<file path="src/rtl/quickq_cmd_issuer.sv">
// Client-side command issuer for the QuickQ priority-queue engine: one request in flight,
// occupancy tracking, full/empty rejection. Optional engine watchdog under QQ_CMD_TIMEOUT_EN.
module quickq_cmd_issuer #(
  parameter int DW    = 32,
  parameter int DEPTH = 16,
  parameter int CW    = $clog2(DEPTH+1),
  parameter int TMO   = 255
) (
  input  logic          clk,
  input  logic          rst,
  input  logic          req_valid,
  output logic          req_ready,
  input  logic          req_op,
  input  logic [DW-1:0] req_data,
  output logic          rsp_valid,
  input  logic          rsp_ready,
  output logic [DW-1:0] rsp_data,
  output logic          rsp_err,
  output logic          enq,
  output logic          deq,
  output logic [DW-1:0] eng_data,
  input  logic          eng_done,
  input  logic [DW-1:0] eng_rdata,
  output logic [CW-1:0] count,
  output logic          full,
  output logic          empty
);

  typedef enum logic [1:0] {IDLE, ISSUE, WAIT, RESP} state_t;

  state_t        r_state, w_next;
  logic          r_op;
  logic [DW-1:0] r_key;
  logic [DW-1:0] r_rsp_data;
  logic          r_rsp_err;
  logic [CW-1:0] r_count;
  logic          w_reject;
  logic          w_tmo;

`ifdef QQ_CMD_TIMEOUT_EN
  localparam int WW = $clog2(TMO+1);
  logic [WW-1:0] r_wdog;

  // Fires on the TMO-th consecutive WAIT cycle without a completion.
  assign w_tmo = (r_state == WAIT) && !eng_done && (r_wdog == WW'(TMO-1));

  always_ff @(posedge clk) begin
    if (rst || r_state == ISSUE) r_wdog <= '0;
    else if (r_state == WAIT)    r_wdog <= r_wdog + 1'b1;
  end
`else
  logic w_unused_tmo;
  assign w_unused_tmo = (TMO != 0);
  assign w_tmo        = 1'b0;
`endif

  assign full     = (r_count == CW'(DEPTH));
  assign empty    = (r_count == '0);
  assign w_reject = req_op ? empty : full;

  assign count     = r_count;
  assign rsp_data  = r_rsp_data;
  assign rsp_err   = r_rsp_err;
  assign eng_data  = r_key;
  assign req_ready = (r_state == IDLE);
  assign rsp_valid = (r_state == RESP);
  assign enq       = (r_state == ISSUE) && !r_op;
  assign deq       = (r_state == ISSUE) &&  r_op;

  always_ff @(posedge clk) begin
    if (rst) r_state <= IDLE;
    else     r_state <= w_next;
  end

  always_comb begin
    w_next = r_state;
    case (r_state)
      IDLE:    if (req_valid) w_next = w_reject ? RESP : ISSUE;
      ISSUE:   w_next = WAIT;
      WAIT:    if (eng_done || w_tmo) w_next = RESP;
      RESP:    if (rsp_ready) w_next = IDLE;
      default: w_next = IDLE;
    endcase
  end

  always_ff @(posedge clk) begin
    if (rst) begin
      r_op       <= 1'b0;
      r_key      <= '0;
      r_rsp_data <= '0;
      r_rsp_err  <= 1'b0;
      r_count    <= '0;
    end else begin
      case (r_state)
        IDLE: if (req_valid) begin
          r_op  <= req_op;
          r_key <= req_data;
          // Illegal ops never reach the engine, which keeps count within 0..DEPTH.
          if (w_reject) begin
            r_rsp_err  <= 1'b1;
            r_rsp_data <= '1;
          end
        end
        WAIT: begin
          if (eng_done) begin
            r_rsp_err  <= 1'b0;
            r_rsp_data <= r_op ? eng_rdata : r_key;
            r_count    <= r_op ? r_count - 1'b1 : r_count + 1'b1;
          end else if (w_tmo) begin
            r_rsp_err  <= 1'b1;
            r_rsp_data <= '1;
          end
        end
        default: ;
      endcase
    end
  end

endmodule

</file>
<file path="config.mk">
export PLATFORM = sky130hd
export DESIGN_NAME = quickq_cmd_issuer
export DESIGN_NICKNAME = d
export VERILOG_FILES = /design/src/rtl/quickq_cmd_issuer.sv
export SDC_FILE = /design/constraint.sdc
export NUM_CORES = 1
export LEC_CHECK = 0
export BUFFER_PORTS_ARGS = -buffer_cell sky130_fd_sc_hd__buf_2
export CAP_MARGIN = 20
export CORE_MARGIN = 1.5
export CORE_UTILIZATION = 50
export DETAILED_ROUTE_END_ITERATION = 8
export PLACE_DENSITY_LB_ADDON = 0.15
export RECOVER_POWER = 25
export SLEW_MARGIN = 10
export SYNTH_ARGS = -nofsm -noshare
export SYNTH_HDL_FRONTEND = slang
export SYNTH_SLANG_ARGS = --single-unit
export TNS_END_PERCENT = 30
</file>
<file path="constraint.sdc">
create_clock -name clk -period 2.7 [get_ports clk]
set_input_delay 0.54 -clock clk [delete_from_list [all_inputs] [get_ports clk]]
set_output_delay 0.54 -clock clk [all_outputs]
set_load 0.02 [all_outputs]
</file>
Word level (Yosys, flattened, before mapping)
Index checks and enable logic that the tools add are counted.
W data, S select, Z words.
{"block": "totals", "reg_bits": 73, "inputBits": 70, "output_inout_bits": 76}
{"block": "classes", "add_sub_neg": 2, "eq_ne": 8, "mux": 16, "reduce_logical": 10}
{"operator": "$mux W32", "n": 4}
{"operator": "$pmux W32 S2", "n": 1}
{"operator": "$mux W2", "n": 4}
{"operator": "$pmux W2 S4", "n": 1}
{"operator": "$add A5 B1 Y5 const B", "n": 1}
{"operator": "$eq A5 B5 Y1 const B", "n": 1}
{"operator": "$logic_not A5 Y1", "n": 1}
{"operator": "$mux W5", "n": 1}
{"operator": "$sub A5 B1 Y5 const B", "n": 1}
{"operator": "$eq A2 B2 Y1 const B", "n": 2}
{"operator": "$mux W1", "n": 4}
{"operator": "$ne A2 B1 Y1 const B", "n": 2}
{"operator": "$ne A2 B2 Y1 const B", "n": 2}
{"operator": "$reduce_and A2 Y1", "n": 2}
{"operator": "$reduce_and A4 Y1", "n": 1}
{"operator": "$reduce_and A3 Y1", "n": 1}
{"operator": "$eq A2 B1 Y1 const B", "n": 1}
{"operator": "$logic_and A1 B1 Y1", "n": 2}
{"operator": "$logic_not A2 Y1", "n": 1}
{"operator": "$pmux W1 S2", "n": 1}
{"operator": "$reduce_bool A2 Y1", "n": 1}
{"operator": "$logic_not A1 Y1", "n": 1}

Logic depth before layout (Yosys ltp)
{"block": "depth", "depth_word": 5, "ltp_mapped": 7, "mapped_depth_nobuf": 6}

Worst setup path after synthesis
OpenSTA, ideal clock, no wires.
{"block": "synth_timing", "path_type": "flip-flop to flip-flop", "startpoint": "register r_state[0]", "endpoint": "register r_rsp_data[13] (netlist: rsp_data[13])", "setup_time_ns": 0.086, "t_arrival_ns": 1.643, "t_required_ns": 2.614, "setup_slack_ns": 0.971, "path_stages_with_launch": 8, "period_less_slack_ns": 1.729, "path_cell_list": "dfxtp_1 -> inv_1 -> ha_1 -> inv_1 -> o21ai_1 -> buf_2 -> a21oi_1 -> a211oi_1"}
{"block": "synth_between", "elab_chain_cells": 3, "elab_cells_between_ends": 8, "classes_between": "4 x eq/ne; 1 x mux; 3 x reduce/logical"}
{"item": "start: declaration", "line": "31", "source": "state_t r_state, w_next;"}
{"item": "start signal: assignment", "line": "72", "source": "else r_state <= w_next;"}
{"item": "$logic_not A2 Y1 *"}
{"item": "named net req_ready", "line": "12", "source": "output logic req_ready,"}
{"item": "$ne A2 B1 Y1 (no line), or another cell as far along"}
{"item": "$reduce_and A4 Y1 (no line)"}
{"item": "end signal: assignment", "line": "107", "source": "r_rsp_data <= r_op ? eng_rdata : r_key;"}
{"item": "end: declaration", "line": "34", "source": "logic [DW-1:0] r_rsp_data;"}
The timed path passes the listed nets; every way through them passes the cells marked *.
A chain may end at the register's enable or synchronous reset.

Worst setup path in the final report
{"block": "layout_timing", "startpoint": "register r_state[0]", "endpoint": "register r_rsp_data[18] (netlist: rsp_data[18])"}
{"block": "layout_between", "elab_chain_cells": 3, "elab_cells_between_ends": 8, "classes_between": "4 x eq/ne; 1 x mux; 3 x reduce/logical"}
{"item": "$eq A2 B2 Y1 / $logic_not A2 Y1 (equally long branches)", "line": "94", "source": "case (r_state)"}
{"item": "$ne A2 B2 Y1 (no line), or another cell as far along"}
{"item": "$reduce_and A4 Y1 (no line)"}
Parallel ways exist; a longest one is shown, timed or not.

==> metrics.yaml <==
timing:
  max-slew-margin-rel_pct: 37.9
  fin_tns_setup_ns: 0
  hold_violations: 0
  holdWs_ns: 0.439
  worst_pin_slew_ns: 0.932
  fmax_mhz: 480
  layout_setup_ws_ns: 0.617
  setup_viol: 0
  post-route-min-period_ns: 2.08
  rsz0062_at_grt: "false"
  slew_violations: 0
  finClkSkew_ns: 0.00974
  timing.final.crit_share_pct: 77.1
drt:
  num_vias: 3016
  viasPerCell: 5.26
  drt_iter0_markers: 126
  drc: 0
  first_pass_iters: 4
  drtAntennaViolNets: 0
  wl_per_cell_microns: 14.4
  finalWirelength_microns: 8270
placed_design:
  place_congestion: 0.805
  hpwl_microns: 5700
  dpl-instance-area_sq_um: 3950
  place_ws_ns: 0.630
  dpl.cell_count: 557
  numPortBuffers: 145
critical_path:
  worst-r2r-cell-count: 6
  end_kind: "register"
  critPathTopFamily: "compound AO/OA/AOI/OAI gates"
  critPathKind: "reg -> reg"
  critPathLaunchType: "register"
  cp_data_arrival_time_ns: 2.33
  regToRegSetupSlack_ns: 0.62
  path_cells: "inv_1 -> ha_1 -> inv_1 -> a31o_2 -> a21oi_1 -> a211oi_2"
  cp_num_cells: 6
  critPathRequiredTime_ns: 2.94
  worst_path_most_repeated_cell: "inv_1"
  critPathMaxFanout: 32
  crit_start: "r_state[0]"
  r2r-start: "r_state[0]"
  worst-path-buf-inv: 2
  crit_path_end: "rsp_data[18]"
  slowest_delay_ns: 0.60
  reg2reg_to: "rsp_data[18]"
  critical_path.slowest_cell: "a31o_2"
clock_tree:
  holdBufCountCts: 0
  clkTransAtPathRegs_ns: 0.08
  cts_tree: "yes"
  clock_latency_ns: 0.33
  h-tree-depth: 3
  numClockSinks: 73
  clock-root-buffer: "clkbuf_8"
  numCtsBuffers: 9
  cts_setup_buffers: 0
  clk_path_buf_depth: 2
  ctsResizeCount: 0
synth:
  synth_top_family_by_area: "compound AO/OA/AOI/OAI gates"
  ys.warnings.count: 0
  yosysTopAreaCellShare_pct: 45.7
  netlist_instances: 358
  synthSimpleGateAreaFrac_pct: 13.5
  ys_seq_elements: 73
  syn-num-nets: 436
  synthXorXnorAreaFrac_pct: 0.822
  synth.avg_cell_area_sq_um: 8.93
  synth-adder-area-share_pct: 3.36
  synth_area_leaders: "dfxtp_1, a21oi_1, mux2i_1"
  synthMuxAreaShare_pct: 10.4
  synth_edf_count: 0
  ys_async_sr_fraction_pct: 0
  seq_area_frac_synth_pct: 45.7
  synth_compound_gate_area_share_pct: 21.1
  netlist_area_sq_um: 3200
  synth_top_area_cell: "dfxtp_1"
  synth_flop_cell: "dfxtp_1"
  yosysUniqueCellTypes: 35
power:
  vdd_drop_max_v: 0.000653
  power_density_nw_per_um2: 1100
  p_leak_nw: 1.75
floorplan:
  die_w_microns: 83.0
  start_util_pct: 52.8
  dieArea_sq_um: 6880
  die-height_microns: 83.0
  num_rows: 28
  core_sq_um: 6060
  io_pins: 146
global_route:
  antenna_found_initial: 0
  track_usage_pct: 23.7
  grt_overflow: 0
  grt_max_degree: 52
  grt_pass1_wl_microns: 13400
  grt_pass1_vias: 2861
finish:
  nFillCells: 538
  syn2layout_area_growth_pct: 30.1
  finalInstanceArea_sq_um: 4160
  stdcell_count: 573
  fin_nets: 571
  antenna_cells: 0
  drive_gt1_share_pct: 28.5
run_status:
  outcome: "complete, no violations"
run:
  maxCapViolations: 0
hold_path:
  hold_path.class: "in -> reg"
==> state kept, by name, summed over array words and instances (netlist names) <==
register and count:
r_state 2, r_op 1, count 5, rsp_data 32, eng_data 32, rsp_err 1
==> synth_stat cells (2+ instances only) <==
cell type   n
nor3_1      2
a211oi_1   28
inv_1       5
buf_4       5
nand3_1     5
nor2_1      6
clkbuf_1   12
mux2i_1    32
nand2_1    73
xnor2_1     2
and2_1      3
a211oi_2    5
buf_2      10
a21oi_1    68
dfxtp_1    73
ha_1        7
nor2b_1     4
==> logic make-up (layout without fill, tap and decap cells) <==
group           count (synthesis)  in the layout
simple gates                   99             99
mux                            33             33
xor+xnor                        3              3
flops                          73             73
compound gates                109            109
fa+ha+maj                       8              8
buf+inv                        33            173
==> worst register-to-register path, delay by kind of cell, from the launching register on <==
kind / cells / cell delay, ns
AO/OA/AOI/OAI: 3 / 1.03
adder cells (fa/ha/maj): 1 / 0.31
flip-flops: 1 / 0.38
buffers and inverters: 2 / 0.28
==> per-stage QoR <==
| step | util [%] | total power [mW] |
|---|---|---|
| floorplan | - | 2.98 |
| detailed placement | 65.2 | 3.57 |
| finish | 68.7 | 4.56 |
| global route | 68.7 | 4.86 |
| CTS | 69.4 | 4.63 |
| global placement | 65.2 | 3.51 |
==> report_power, final <==
part	internal, mW	switching (mW)	total (mW)
Sequential	1.37	0.208	1.58
Clock	0.667	0.399	1.07
Combinational	0.662	1.25	1.91
==> cell usage in the layout, fill, tap and decap left out, types with 6 or more instances in the layout <==
| cell type | count |
|---|---|
| clkbuf_1 | 38 |
| dfxtp_1 | 72 |
| mux2i_1 | 32 |
| buf_4 | 6 |
| ha_1 | 7 |
| a21oi_1 | 68 |
| nand2_1 | 73 |
| buf_2 | 108 |
| a211oi_1 | 28 |
| clkbuf_8 | 11 |
==> per-layer routing <==
metal  wire (microns)  GRT usage (%)  vias up  share of wire (%)
met5                0              0        -                  0
met4              104           6.21        0                1.3
met3              554           7.16       10                6.7
met2             3880           38.9      112                 47
met1             3730           30.4     1359                 45
li1                 -              -     1535                  -
==> worst min-delay path by stage <==
| stage | from | end | slack, ns | cells after the start |
|---|---|---|---|---|
| 2_1_floorplan | r_state[1] | r_state[1] | 0.51 | 2 |
| 3_3_place_gp | eng_data[2] | eng_data[2] | 0.45 | 2 |
| 3_5_place_dp | eng_data[8] | eng_data[8] | 0.46 | 2 |
| 4_1_cts | req_data[25] | eng_data[25] | 0.43 | 3 |
| 5_1_grt | req_data[22] | eng_data[22] | 0.42 | 3 |
| 6_report | req_data[25] | eng_data[25] | 0.44 | 3 |
==> final cells by class <==
type,instances,area [sq um],area share [%]
multi-input combinational,252,1590,38.2
sequential,73,1460,35.1
timing repair buffer,152,744,17.9
clock buffer,12,155,3.73
clock inverter,4,98.8,2.38
tap,75,93.8,2.25
inverter,5,18.8,0.451
(Power assumes the default switching activity.)
